File: config.mk
export PLATFORM = sky130hd
export DESIGN_NAME = wishbone_decoder
export DESIGN_NICKNAME = d
export VERILOG_FILES = /design/src/rtl/wishbone_decoder.sv
export SDC_FILE = /design/constraint.sdc
export NUM_CORES = 1
export LEC_CHECK = 0
export CAP_MARGIN = 10
export CORE_AREA = 8 8 198 200
export CTS_CLUSTER_DIAMETER = 100
export CTS_CLUSTER_SIZE = 28
export DETAILED_ROUTE_END_ITERATION = 8
export DIE_AREA = 0 0 206 208
export PLACE_DENSITY = 0.4
export SKIP_CTS_REPAIR_TIMING = 1
export SLEW_MARGIN = 10
export SYNTH_ARGS = -nofsm -noshare
export SYNTH_HDL_FRONTEND = slang
export SYNTH_SLANG_ARGS = --single-unit
File: constraint.sdc
create_clock -name CLK -period 4.1 [get_ports CLK]
set_input_delay 1.025 -clock CLK [delete_from_list [all_inputs] [get_ports CLK]]
set_output_delay 1.025 -clock CLK [all_outputs]
set_load 0.03 [all_outputs]
File: src/rtl/wishbone_decoder.sv
// wishbone_decoder
//   Single-manager to multi-subordinate Wishbone address decoder. Each
//   manager request goes to exactly one subordinate, chosen by base/mask
//   match with the lowest index winning on overlap. An unmapped address gets
//   a one-cycle default acknowledge with ERR_O. A transfer the subordinate
//   never acknowledges can be force-acked after TIMEOUT_CYCLES ACTIVE cycles,
//   so the manager bus cannot deadlock.
//
// Build option:
//   WB_DECODER_TIMEOUT_EN  defined   -> timeout counter and forced ack present
//                          undefined -> ACTIVE waits for ack or manager abort;
//                                       TIMEOUT_CYCLES is only range-checked
//
// Ports:
//   CLK, nRST                   clock, asynchronous active-low reset
//   ADR_I, DAT_I, SEL_I         manager address, write data, byte selects
//   WE_I, STB_I, CYC_I          manager control
//   DAT_O, ACK_O, ERR_O         read data, ack, default-ack flag to manager
//   S_ADR_O, S_DAT_O, S_SEL_O   per-subordinate address/data/selects (flat)
//   S_WE_O, S_STB_O, S_CYC_O    per-subordinate control
//   S_DAT_I, S_ACK_I            subordinate read data and acks (flat)
//
// state       | meaning
// ------------+-----------------------------------------------------------
// IDLE        | no transfer open; a hit is forwarded combinationally
// ACTIVE      | transfer open on subordinate sel, waiting for its ack
// DEFAULT_ACK | one-cycle ack with DEFAULT_DATA and ERR_O (unmapped/timeout)
module wishbone_decoder #(
  parameter int                             NUM_SUBORDINATES = 4,
  parameter logic [32*NUM_SUBORDINATES-1:0] BASE_ADDRS       = {32'h3000_3000, 32'h3000_2000,
                                                                32'h3000_1000, 32'h3000_0000},
  parameter logic [32*NUM_SUBORDINATES-1:0] ADDR_MASKS       = {NUM_SUBORDINATES{32'hFFFF_F000}},
  parameter int                             TIMEOUT_CYCLES   = 255,
  parameter logic [31:0]                    DEFAULT_DATA     = 32'hBAD0_BAD0
) (
  input  logic                               CLK,
  input  logic                               nRST,
  input  logic [31:0]                        ADR_I,
  input  logic [31:0]                        DAT_I,
  input  logic [3:0]                         SEL_I,
  input  logic                               WE_I,
  input  logic                               STB_I,
  input  logic                               CYC_I,
  output logic [31:0]                        DAT_O,
  output logic                               ACK_O,
  output logic                               ERR_O,
  output logic [32*NUM_SUBORDINATES-1:0]     S_ADR_O,
  output logic [32*NUM_SUBORDINATES-1:0]     S_DAT_O,
  output logic [4*NUM_SUBORDINATES-1:0]      S_SEL_O,
  output logic [NUM_SUBORDINATES-1:0]        S_WE_O,
  output logic [NUM_SUBORDINATES-1:0]        S_STB_O,
  output logic [NUM_SUBORDINATES-1:0]        S_CYC_O,
  input  logic [32*NUM_SUBORDINATES-1:0]     S_DAT_I,
  input  logic [NUM_SUBORDINATES-1:0]        S_ACK_I
);

  localparam int N     = NUM_SUBORDINATES;
  localparam int SEL_W = (N > 1) ? $clog2(N) : 1;

  if (NUM_SUBORDINATES < 1 || NUM_SUBORDINATES > 16) begin : g_bad_num
    $error("wishbone_decoder: NUM_SUBORDINATES must be 1..16");
  end
  if (TIMEOUT_CYCLES < 1) begin : g_bad_timeout
    $error("wishbone_decoder: TIMEOUT_CYCLES must be >= 1");
  end

  typedef enum logic [1:0] {
    IDLE        = 2'd0,
    ACTIVE      = 2'd1,
    DEFAULT_ACK = 2'd2
  } state_t;

  state_t           state, next_state;
  logic [SEL_W-1:0] sel;
  logic             req;
  logic             hit_any;
  logic [SEL_W-1:0] hit_idx;
  logic             route_en;
  logic [SEL_W-1:0] route_idx;
  logic [31:0]      sub_dat;
  logic             sub_ack;
  logic             timeout;

  assign req = STB_I & CYC_I;

  // Scan from the top down so the lowest matching index is the one left.
  always_comb begin
    hit_any = 1'b0;
    hit_idx = '0;
    for (int k = N - 1; k >= 0; k--) begin
      if ((ADR_I & ADDR_MASKS[k*32 +: 32]) ==
          (BASE_ADDRS[k*32 +: 32] & ADDR_MASKS[k*32 +: 32])) begin
        hit_any = 1'b1;
        hit_idx = SEL_W'(k);
      end
    end
  end

  // Which port (if any) is connected to the manager this cycle. Gated by
  // nRST so subordinate strobes drop as soon as reset is asserted, even if
  // the manager is still holding its request.
  always_comb begin
    route_en  = 1'b0;
    route_idx = sel;
    if (nRST) begin
      case (state)
        IDLE: begin
          route_en  = req & hit_any;
          route_idx = hit_idx;
        end
        ACTIVE:  route_en = req;
        default: route_en = 1'b0;
      endcase
    end
  end

  // Only the routed port's ack/data are ever looked at.
  always_comb begin
    sub_dat = '0;
    sub_ack = 1'b0;
    for (int k = 0; k < N; k++) begin
      if (route_idx == SEL_W'(k)) begin
        sub_dat = S_DAT_I[k*32 +: 32];
        sub_ack = S_ACK_I[k];
      end
    end
  end

`ifdef WB_DECODER_TIMEOUT_EN
  localparam int CNT_W = $clog2(TIMEOUT_CYCLES + 1);
  logic [CNT_W-1:0] cnt;

  always_ff @(posedge CLK or negedge nRST) begin
    if (!nRST) begin
      cnt <= '0;
    end else if (state == ACTIVE && req && !sub_ack) begin
      cnt <= cnt + CNT_W'(1);
    end else begin
      cnt <= '0;
    end
  end

  assign timeout = (cnt == CNT_W'(TIMEOUT_CYCLES - 1));
`else
  assign timeout = 1'b0;
`endif

  always_ff @(posedge CLK or negedge nRST) begin
    if (!nRST) begin
      state <= IDLE;
      sel   <= '0;
    end else begin
      state <= next_state;
      if (state == IDLE && req && hit_any) begin
        sel <= hit_idx;
      end
    end
  end

  // An ack in the expiry cycle takes priority over the forced ack.
  always_comb begin
    next_state = state;
    case (state)
      IDLE: begin
        if (req) begin
          if (!hit_any)     next_state = DEFAULT_ACK;
          else if (sub_ack) next_state = IDLE;
          else              next_state = ACTIVE;
        end
      end
      ACTIVE: begin
        if (!req || sub_ack) next_state = IDLE;
        else if (timeout)    next_state = DEFAULT_ACK;
      end
      DEFAULT_ACK: next_state = IDLE;
      default:     next_state = IDLE;
    endcase
  end

  always_comb begin
    S_ADR_O = '0;
    S_DAT_O = '0;
    S_SEL_O = '0;
    S_WE_O  = '0;
    S_STB_O = '0;
    S_CYC_O = '0;
    ACK_O   = 1'b0;
    DAT_O   = '0;
    ERR_O   = 1'b0;
    for (int k = 0; k < N; k++) begin
      if (route_en && route_idx == SEL_W'(k)) begin
        S_ADR_O[k*32 +: 32] = ADR_I;
        S_DAT_O[k*32 +: 32] = DAT_I;
        S_SEL_O[k*4 +: 4]   = SEL_I;
        S_WE_O[k]           = WE_I;
        S_STB_O[k]          = STB_I;
        S_CYC_O[k]          = CYC_I;
      end
    end
    if (route_en && sub_ack) begin
      ACK_O = 1'b1;
      DAT_O = sub_dat;
    end else if (nRST && state == DEFAULT_ACK) begin
      ACK_O = 1'b1;
      DAT_O = DEFAULT_DATA;
      ERR_O = 1'b1;
    end
  end

endmodule

==> results.json, run 1 <==
{
  "timing.critical_path.from_type": "input pin",
  "detailedRoute.firstPassIterationCount": 6,
  "fillCellCount": 3821,
  "synth.area.top_cells": "sky130_fd_sc_hd__and2_1 (51%), sky130_fd_sc_hd__mux2i_1 (15%), sky130_fd_sc_hd__mux2_2 (6.0%)",
  "maximum_clock_path_buffer_count": 2,
  "max_clock_freq_mhz": 236.8,
  "power_switching_uw": 139.5,
  "hold_viol_final": 0,
  "hp-class": "reg2reg",
  "die_width_um": 206,
  "finalClockSkew_ns": 0.0008561,
  "core-area_um2": 36080,
  "port_buffers": 522,
  "avgViaCountPerCell": 3.807,
  "route.detailed.drc": 0,
  "clock_transition_at_the_registers_of_the_reported_paths_ns": 0.03,
  "route.final.wire_length_um": 34330,
  "dieArea_um2": 42850,
  "hpwlAfterDp_um": 25630,
  "die_height_um": 208,
  "worst_r2r_endpoint": "state[0]",
  "layout_commonest_cell": "sky130_fd_sc_hd__buf_4",
  "cp-endpoint": "DAT_O[7]",
  "power.sequential.fraction": 0.079,
  "slew_viol_final": 0,
  "combPwrFrac": 0.631,
  "worst_ep_required_time_ns": 3.07,
  "worstSkewPairLatency_ns": 0.22,
  "synthesis.area_per_instance_um2": 6.945,
  "drt_iter0_drc": 263,
  "placed_cells": 1490,
  "final_cell_count_no_fill": 1532,
  "post-route-cell-area_um2": 11080,
  "grt_max_degree": 54,
  "flip_flop_and_latch_count_after_synthesis": 4,
  "synthDistinctLibCells": 30,
  "clock-sinks": 4,
  "gpl.final_weighted_congestion": 0.7526,
  "final_layout_size_suffix_gt1_frac": 0.5075,
  "pwr-share-clk": 0.290,
  "setup.worst_path.class": "in2out",
  "crit_start": "ADR_I[21]",
  "synth_fp_nets": 688,
  "synthDominantCellAreaShare": 0.5147,
  "rrSetupSlack_ns": 2.35,
  "avgRoutedWirePerCell_um": 22.41,
  "setup_violations": 27,
  "synth.largest_area_cell": "sky130_fd_sc_hd__and2_1",
  "pwr_density_cell_nw_per_um2": 47.15,
  "detailed_place.area_um2": 9871,
  "postRouteAntennaNets": 0,
  "run_status": "finished with violations",
  "globalRouteTotalUtil": 0.1276,
  "number_of_antenna_violations_at_the_first_check_in_global_routing": 2,
  "clock_tree.root_cell": "sky130_fd_sc_hd__clkbuf_16",
  "fp-row-count": 70,
  "grt_pass1_vias": 6143,
  "final_period_minus_worst_setup_slack_ns": 4.222,
  "synth-seq-area-share": 0.02984,
  "synth_warnings": 0,
  "grt_setup_unrepaired": "yes",
  "power.switching_fraction": 0.2671,
  "io_pins": 523,
  "grt.overflow.total": 0,
  "timing.critical_path.fanout_max": 6,
  "power.leakage_nw": 4.883,
  "cells_on_worst_reg2reg_path": 7,
  "critical_path.reg2reg.startpoint": "state[1]",
  "max_cap_viol_count": 0,
  "start_util": 0.09296,
  "maxSlewHeadroom": 0.6824,
  "max-vdd-ir-drop_v": 0.00009572,
  "fin_crit_sh": 1.030,
  "finish.net_count": 1269,
  "areaGrowthSynthToFinish_pct": 230.2,
  "violations": "negative setup slack",
  "worst_setup_path_end_kind": "output pin",
  "tns_ns": -0.6495,
  "finalPower_uw": 522.4,
  "worst_slew_pin_slew_ns": 0.4764,
  "syn-cell-area_um2": 3354,
  "mostFrequentLayoutCells": "sky130_fd_sc_hd__buf_4 (241), sky130_fd_sc_hd__and2_1 (223), sky130_fd_sc_hd__clkdlybuf4s50_1 (182)",
  "routed-via-count": 5832,
  "cts-buffers-inserted": 3,
  "postSynthCellCount": 483,
  "internal_power_uw": 382.8,
  "ctsHtreeMaxLevel": 1,
  "critPathArrivalTime_ns": 3.20,
  "timing.final.ws_setup_ns": -0.1223,
  "worstHoldStart": "sel[1]",
  "grt_pass1_wl_um": 41910,
  "cts_tree": "yes"
}
power groups by stage:
stage / sequential, mW / combinational [mW] / clock, mW
2_1_floorplan: 0.0411 / 0.0478 / 0
3_3_place_gp: 0.0413 / 0.325 / 0
3_5_place_dp: 0.0413 / 0.325 / 0
4_1_cts: 0.0409 / 0.327 / 0.153
5_1_grt: 0.0413 / 0.350 / 0.158
6_report: 0.0412 / 0.329 / 0.152
metal layers:
metal  up-vias  GRT usage  share of wire
met5         -          0              0
met4         0    0.02081          0.016
met3        23    0.05065           0.11
met2       356     0.2446           0.50
met1      2680     0.1284           0.37
li1       2773          -              -
per-stage QoR:
stage / utilization / hold WS (ns) / worst slack, ns
after floorplan: - / 0.4806 / -0.04314
after CTS: 0.2756 / 0.5431 / -0.6948
after detailed placement: 0.2735 / 0.5291 / -0.6850
after global placement: 0.2735 / 0.5334 / -0.6386
after global routing: 0.3069 / 0.5558 / -0.2445
final: 0.3070 / 0.5345 / -0.1223
cells in the mapped netlist (all sizes together):
cell type	instances
inv	2
a222oi	16
and2	276
nor4	3
nand3b	1
and4bb	1
mux2i	51
nor3b	1
nand4	3
nand3	2
a211oi	16
or3b	1
clkbuf	32
mux2	18
nor3	1
a2bb2oi	1
o22a	1
nor2	30
and3b	1
dfrtp	4
o21ai	3
nand2b	2
buf	13
nand2	4
worst max-delay path: stages:
cell                        delay (ns)
sky130_fd_sc_hd__clkbuf_2         0.12
sky130_fd_sc_hd__nor4_4           0.35
sky130_fd_sc_hd__nand3_2          0.11
sky130_fd_sc_hd__buf_6            0.16
sky130_fd_sc_hd__a2bb2oi_4        0.16
sky130_fd_sc_hd__mux2i_2          0.16
sky130_fd_sc_hd__o22a_2           0.28
sky130_fd_sc_hd__buf_6            0.14
sky130_fd_sc_hd__a222oi_1         0.37
sky130_fd_sc_hd__buf_4            0.19
sky130_fd_sc_hd__buf_12           0.11
flip-flops by register name, summed over array words and instances (netlist names):
signal  cells
state       2
sel         2
final cells by class:
class | instances | area, um^2 | area share
inverter | 2 | 12.51 | 0.001129
sequential | 4 | 100.1 | 0.009035
clock buffer | 3 | 75.07 | 0.006777
antenna | 2 | 5.005 | 0.0004518
tap | 468 | 585.6 | 0.05286
timing repair buffer | 621 | 6928 | 0.6254
multi-input combinational | 432 | 3372 | 0.3044
how the worst min path moves through the flow:
stage,end,depth (start not counted),slack (ns)
after CTS,sel[1],1,0.54
after global placement,sel[1],1,0.53
final,sel[1],1,0.53
after global routing,sel[1],1,0.56
after floorplan,sel[1],1,0.48
after detailed placement,sel[1],1,0.53
logic make-up (layout without fill, tap and decap cells):
| kind of cell | after synthesis | count (layout) | synth area share |
|---|---|---|---|
| and+or+nand+nor | 326 | 326 | 0.5938 |
| other | 0 | 2 | 0 |
| AOI/OAI and AO/OA | 37 | 37 | 0.09623 |
| DFF | 4 | 4 | 0.02984 |
| muxes | 69 | 69 | 0.2126 |
| buffers and inverters | 47 | 626 | 0.06751 |
Power figures use the tool's default switching activity.
==> inputs of run 2 (changes only) <==
- CORE_AREA: 8 8 198 200 -> 8 8 199 201
- CTS_BUF_LIST: default -> sky130_fd_sc_hd__clkbuf_8
- DIE_AREA: 0 0 206 208 -> 0 0 207 209
==> results.json, run 2 (same netlist as run 1, synthesis figures left out) <==
{
  "fin_crit_sh": 1.025,
  "crit_start": "ADR_I[20]",
  "dpl_worst_slack_ns": -0.7387,
  "routed-via-count": 5755,
  "final_layout_size_suffix_gt1_frac": 0.5274,
  "timing.critical_path.from_type": "input pin",
  "sequential_cell_area_um2": 100.1,
  "grt_pass1_wl_um": 41300,
  "clock-sinks": 4,
  "maximum_clock_path_buffer_count": 2,
  "worstHoldStart": "sel[1]",
  "start_util": 0.09251,
  "timing.final.ws_setup_ns": -0.1006,
  "finalClockSkew_ns": 0.002339,
  "worst_setup_path_end_kind": "output pin",
  "grt_setup_unrepaired": "yes",
  "hold_viol_final": 0,
  "post-route-cell-area_um2": 10440,
  "postRouteAntennaNets": 0,
  "hpwlAfterDp_um": 25370,
  "multi_input_logic_area_um2": 3407,
  "final_core_utilization": 0.2880,
  "slew_viol_final": 0,
  "grt_pass1_vias": 6094,
  "cts-buffers-inserted": 3,
  "port_buffers": 522,
  "power.leakage_nw": 4.814,
  "run_status": "finished with violations",
  "detailed_place.area_um2": 9450,
  "avgViaCountPerCell": 3.718,
  "fillCellCount": 3905,
  "clock_tree.root_cell": "sky130_fd_sc_hd__clkbuf_8",
  "drt_iter0_drc": 229,
  "areaGrowthSynthToFinish_pct": 211.3,
  "route.detailed.drc": 0,
  "critPathArrivalTime_ns": 3.18,
  "layout_commonest_cell": "sky130_fd_sc_hd__buf_4",
  "maxSlewHeadroom": 0.6692,
  "finish.net_count": 1284,
  "worst_slew_pin_slew_ns": 0.4956,
  "detailedRoute.firstPassIterationCount": 7,
  "core-area_um2": 36260,
  "gpl.final_weighted_congestion": 0.8089,
  "dieArea_um2": 43260,
  "clock_transition_at_the_registers_of_the_reported_paths_ns": 0.03,
  "die_height_um": 209,
  "finalPower_uw": 450.8,
  "cts_tree": "yes",
  "max_cap_viol_count": 0,
  "grt.overflow.total": 0,
  "mostFrequentLayoutCells": "sky130_fd_sc_hd__buf_4 (293), sky130_fd_sc_hd__and2_1 (208), sky130_fd_sc_hd__clkdlybuf4s50_1 (182)",
  "worst_ep_required_time_ns": 3.07,
  "setup_violations": 54,
  "ctsHtreeMaxLevel": 1,
  "pwr_density_cell_nw_per_um2": 43.17,
  "timing.critical_path.fanout_max": 6,
  "worstSkewPairLatency_ns": 0.22,
  "grt_max_degree": 39,
  "hp-class": "reg2reg",
  "max-vdd-ir-drop_v": 0.00005893,
  "max_clock_freq_mhz": 238.1,
  "setup.worst_path.class": "in2out",
  "die_width_um": 207,
  "route.final.wire_length_um": 31000,
  "layout_top_registers": "sel x2, state x2",
  "final_period_minus_worst_setup_slack_ns": 4.201,
  "critical_path.reg2reg.startpoint": "state[1]",
  "globalRouteTotalUtil": 0.1225,
  "avgRoutedWirePerCell_um": 20.03,
  "io_pins": 523,
  "number_of_antenna_violations_at_the_first_check_in_global_routing": 3,
  "violations": "negative setup slack",
  "fp-row-count": 70
}
[run 2: changes by cell type in the layout (fill, tap and decap cells not counted), sizes merged]
cell | previous run | this run
diode | 2 | 3
dlymetal6s2s | 11 | 13
clkbuf | 21 | 16
buf | 410 | 428
[run 2: path summary, 6_finish.rpt]
check	endpoint	slack, ns	depth (start not counted)
hold / removal	sel[1]	0.55	1
setup reg to reg	state[0]	2.29	6
min in group asynchronous	state[1]	0.81	2
max in group asynchronous	sel[0]	3.18	2
setup / recovery	DAT_O[4]	-0.10	9
hold reg to reg	sel[1]	0.55	1
[run 2: critical path: stages]
cell and delay, ns:
sky130_fd_sc_hd__buf_8 0.10, sky130_fd_sc_hd__nor4_4 0.37, sky130_fd_sc_hd__nand4_1 0.20, sky130_fd_sc_hd__a2bb2oi_4 0.24, sky130_fd_sc_hd__mux2i_2 0.17, sky130_fd_sc_hd__o22a_4 0.29, sky130_fd_sc_hd__a222oi_1 0.46, sky130_fd_sc_hd__buf_4 0.19
sky130_fd_sc_hd__buf_6 0.12
[run 2: layer usage]
metal,vias to the layer above,GRT usage,part of all wire
met3,19,0.04310,0.077
li1,2811,-,-
met4,0,0.01430,0.0097
met2,284,0.2406,0.53
met5,-,0,0
met1,2641,0.1261,0.38
[run 2: where the power goes]
part | internal (mW) | total, mW | switching (mW)
sequential | 0.0403 | 0.0412 | 0.000896
combinational | 0.222 | 0.326 | 0.104
clock | 0.0626 | 0.0838 | 0.0212
total | 0.325 | 0.451 | 0.126
[run 2: stage by stage]
stage,hold slack [ns],cells,TNS (ns)
final,0.5506,1548,-1.115
after global routing,0.5573,1548,-21.59
after CTS,0.5335,1532,-157.37
after detailed placement,0.5296,1529,-159.16
after floorplan,0.4806,483,-0.4696
after global placement,0.5096,1529,-143.94
[run 2: final cells by class]
class / count / share of cell area
flip-flops and latches: 4 / 0.009587
repair buffers: 636 / 0.6026
diodes: 3 / 0.0007190
multi-input cells: 432 / 0.3263
well taps: 468 / 0.05608
clock buffers: 3 / 0.003954
inverters: 2 / 0.0007190
==> inputs of run 3 (changes only) <==
- CORE_AREA: 8 8 199 201 -> 2 2 205 207
- PLACE_DENSITY: 0.4 -> 0.39
==> results.json, run 3 (same netlist as run 1, synthesis figures left out) <==
{
  "run_status": "finished with violations",
  "violations": "negative setup slack",
  "worst_ep_required_time_ns": 3.07,
  "timing.final.ws_setup_ns": -0.1877,
  "max_clock_freq_mhz": 233.2,
  "globalRouteTotalUtil": 0.1121,
  "avgViaCountPerCell": 3.726,
  "setup.worst_path.class": "in2out",
  "grt_pass1_wl_um": 37270,
  "final_core_utilization": 0.2805,
  "postRouteAntennaNets": 0,
  "die_height_um": 209,
  "placed_cells": 1559,
  "core-area_um2": 41290,
  "slew_viol_final": 0,
  "areaGrowthSynthToFinish_pct": 245.3,
  "final_cell_count_no_fill": 1625,
  "port_buffers": 522,
  "maximum_cell_stage_delay_along_the_critical_path_ns": 0.37,
  "detailedRoute.firstPassIterationCount": 6,
  "final_period_minus_worst_setup_slack_ns": 4.288,
  "die_width_um": 207,
  "grt_setup_unrepaired": "yes",
  "cts_tree": "yes",
  "timing.critical_path.mode_cell": "sky130_fd_sc_hd__buf_6",
  "sequential_cell_area_um2": 100.1,
  "max-vdd-ir-drop_v": 0.00005341,
  "ctsHtreeMaxLevel": 1,
  "clock_tree.root_cell": "sky130_fd_sc_hd__clkbuf_8",
  "maxSlewHeadroom": 0.7884,
  "critical_path.slowest_cell": "sky130_fd_sc_hd__nor4_4",
  "timing.critical_path.fanout_max": 6,
  "routed-via-count": 6054,
  "max_cap_viol_count": 0,
  "worst_setup_path_end_kind": "output pin",
  "io_pins": 523,
  "fillCellCount": 4407,
  "timing.hold.ws_ns": 0.5156,
  "grt_max_degree": 55,
  "fp-row-count": 75,
  "pwr_density_cell_nw_per_um2": 39.68,
  "crit_path_cell_trace": "buf_8, nor4_4, nand4_1, o21ai_4, nand2_4, buf_6, buf_6, nor2_4, buf_12, clkbuf_16, and2_4, buf_6",
  "layout_top_registers": "sel x2, state x2",
  "clock_transition_at_the_registers_of_the_reported_paths_ns": 0.03,
  "grt.overflow.total": 0,
  "final_layout_size_suffix_gt1_frac": 0.5982,
  "maximum_clock_path_buffer_count": 2,
  "multi_input_logic_area_um2": 3717,
  "grt_pass1_vias": 5624,
  "avgRoutedWirePerCell_um": 20.63,
  "route.detailed.drc": 0,
  "gpl.final_weighted_congestion": 0.7523,
  "power.leakage_nw": 5.169,
  "worstSkewPairLatency_ns": 0.21,
  "mostFrequentLayoutCells": "sky130_fd_sc_hd__buf_4 (189), sky130_fd_sc_hd__clkdlybuf4s50_1 (183), sky130_fd_sc_hd__buf_6 (177)",
  "finish.net_count": 1292,
  "start_util": 0.08124,
  "finalClockSkew_ns": 0.0005416,
  "dpl_worst_slack_ns": -0.6087,
  "clock-sinks": 4,
  "finalPower_uw": 459.6,
  "critPathArrivalTime_ns": 3.26,
  "fin_crit_sh": 1.046,
  "hpwlAfterDp_um": 22260,
  "setup_violations": 241,
  "drt_iter0_drc": 319,
  "timing.critical_path.from_type": "input pin",
  "cts-buffers-inserted": 3,
  "hold_viol_final": 0,
  "dieArea_um2": 43260,
  "worst_slew_pin_slew_ns": 0.3086,
  "number_of_antenna_violations_at_the_first_check_in_global_routing": 2,
  "route.final.wire_length_um": 33530,
  "hp-class": "reg2reg",
  "layout_commonest_cell": "sky130_fd_sc_hd__buf_4"
}
-- run 3: changes by cell type in the layout (fill, tap and decap cells not counted), moves of 7 or more --
cell and delta:
sky130_fd_sc_hd__mux2_2 -11, sky130_fd_sc_hd__mux2_4 +11, sky130_fd_sc_hd__and2_4 +60, sky130_fd_sc_hd__buf_4 -104, sky130_fd_sc_hd__nor2_1 -12, sky130_fd_sc_hd__clkbuf_16 +14
sky130_fd_sc_hd__buf_6 +86, sky130_fd_sc_hd__nor2_4 +7, sky130_fd_sc_hd__and2_1 -60
-- run 3: stage by stage --
stage          instance area, um^2  TNS, ns
2_1_floorplan                 3359  -0.4696
3_3_place_gp                  9169  -128.20
3_5_place_dp                  9169  -137.34
4_1_cts                       9210  -138.90
5_1_grt                      11580   -47.80
6_report                     11580   -16.40
-- run 3: final timing paths --
check	from	slack, ns	cells after the start	to
max	ADR_I[20]	-0.19	12	S_ADR_O[123]
min	sel[1]	0.52	1	sel[1]
max reg2reg	state[0]	2.14	7	state[0]
min reg2reg	sel[1]	0.52	1	sel[1]
max in group asynchronous	nRST	3.15	2	sel[0]
min in group asynchronous	nRST	0.83	2	state[1]
-- run 3: critical path: cells and delay by family --
family | cells | cell delay (ns)
and+or+nand+nor | 5 | 1.06
buffers and inverters | 6 | 0.82
AOI/OAI and AO/OA | 1 | 0.32
-- run 3: area by class of cell --
type                            count  share of cell area
Multi-Input combinational cell    432              0.3209
Timing Repair Buffer              644              0.6074
Clock buffer                        3            0.003564
Antenna cell                        1           0.0002160
Tap cell                          539             0.05822
Inverter                            2            0.001080
Sequential cell                     4            0.008641
-- run 3: per-layer routing --
metal  vias up  global-route usage  part of all wire
met2       329              0.2168              0.52
li1       2822                   -                 -
met5         -                   0                 0
met1      2886              0.1244              0.40
met4         0            0.009852             0.012
met3        17             0.03231             0.071
-- run 3: power by group --
part           switching (mW)  internal [mW]  leakage (nW)
registers            0.000782         0.0403        0.0550
clock network          0.0181         0.0624        0.0216
logic                   0.120          0.218          5.09
total                   0.139          0.321          5.17
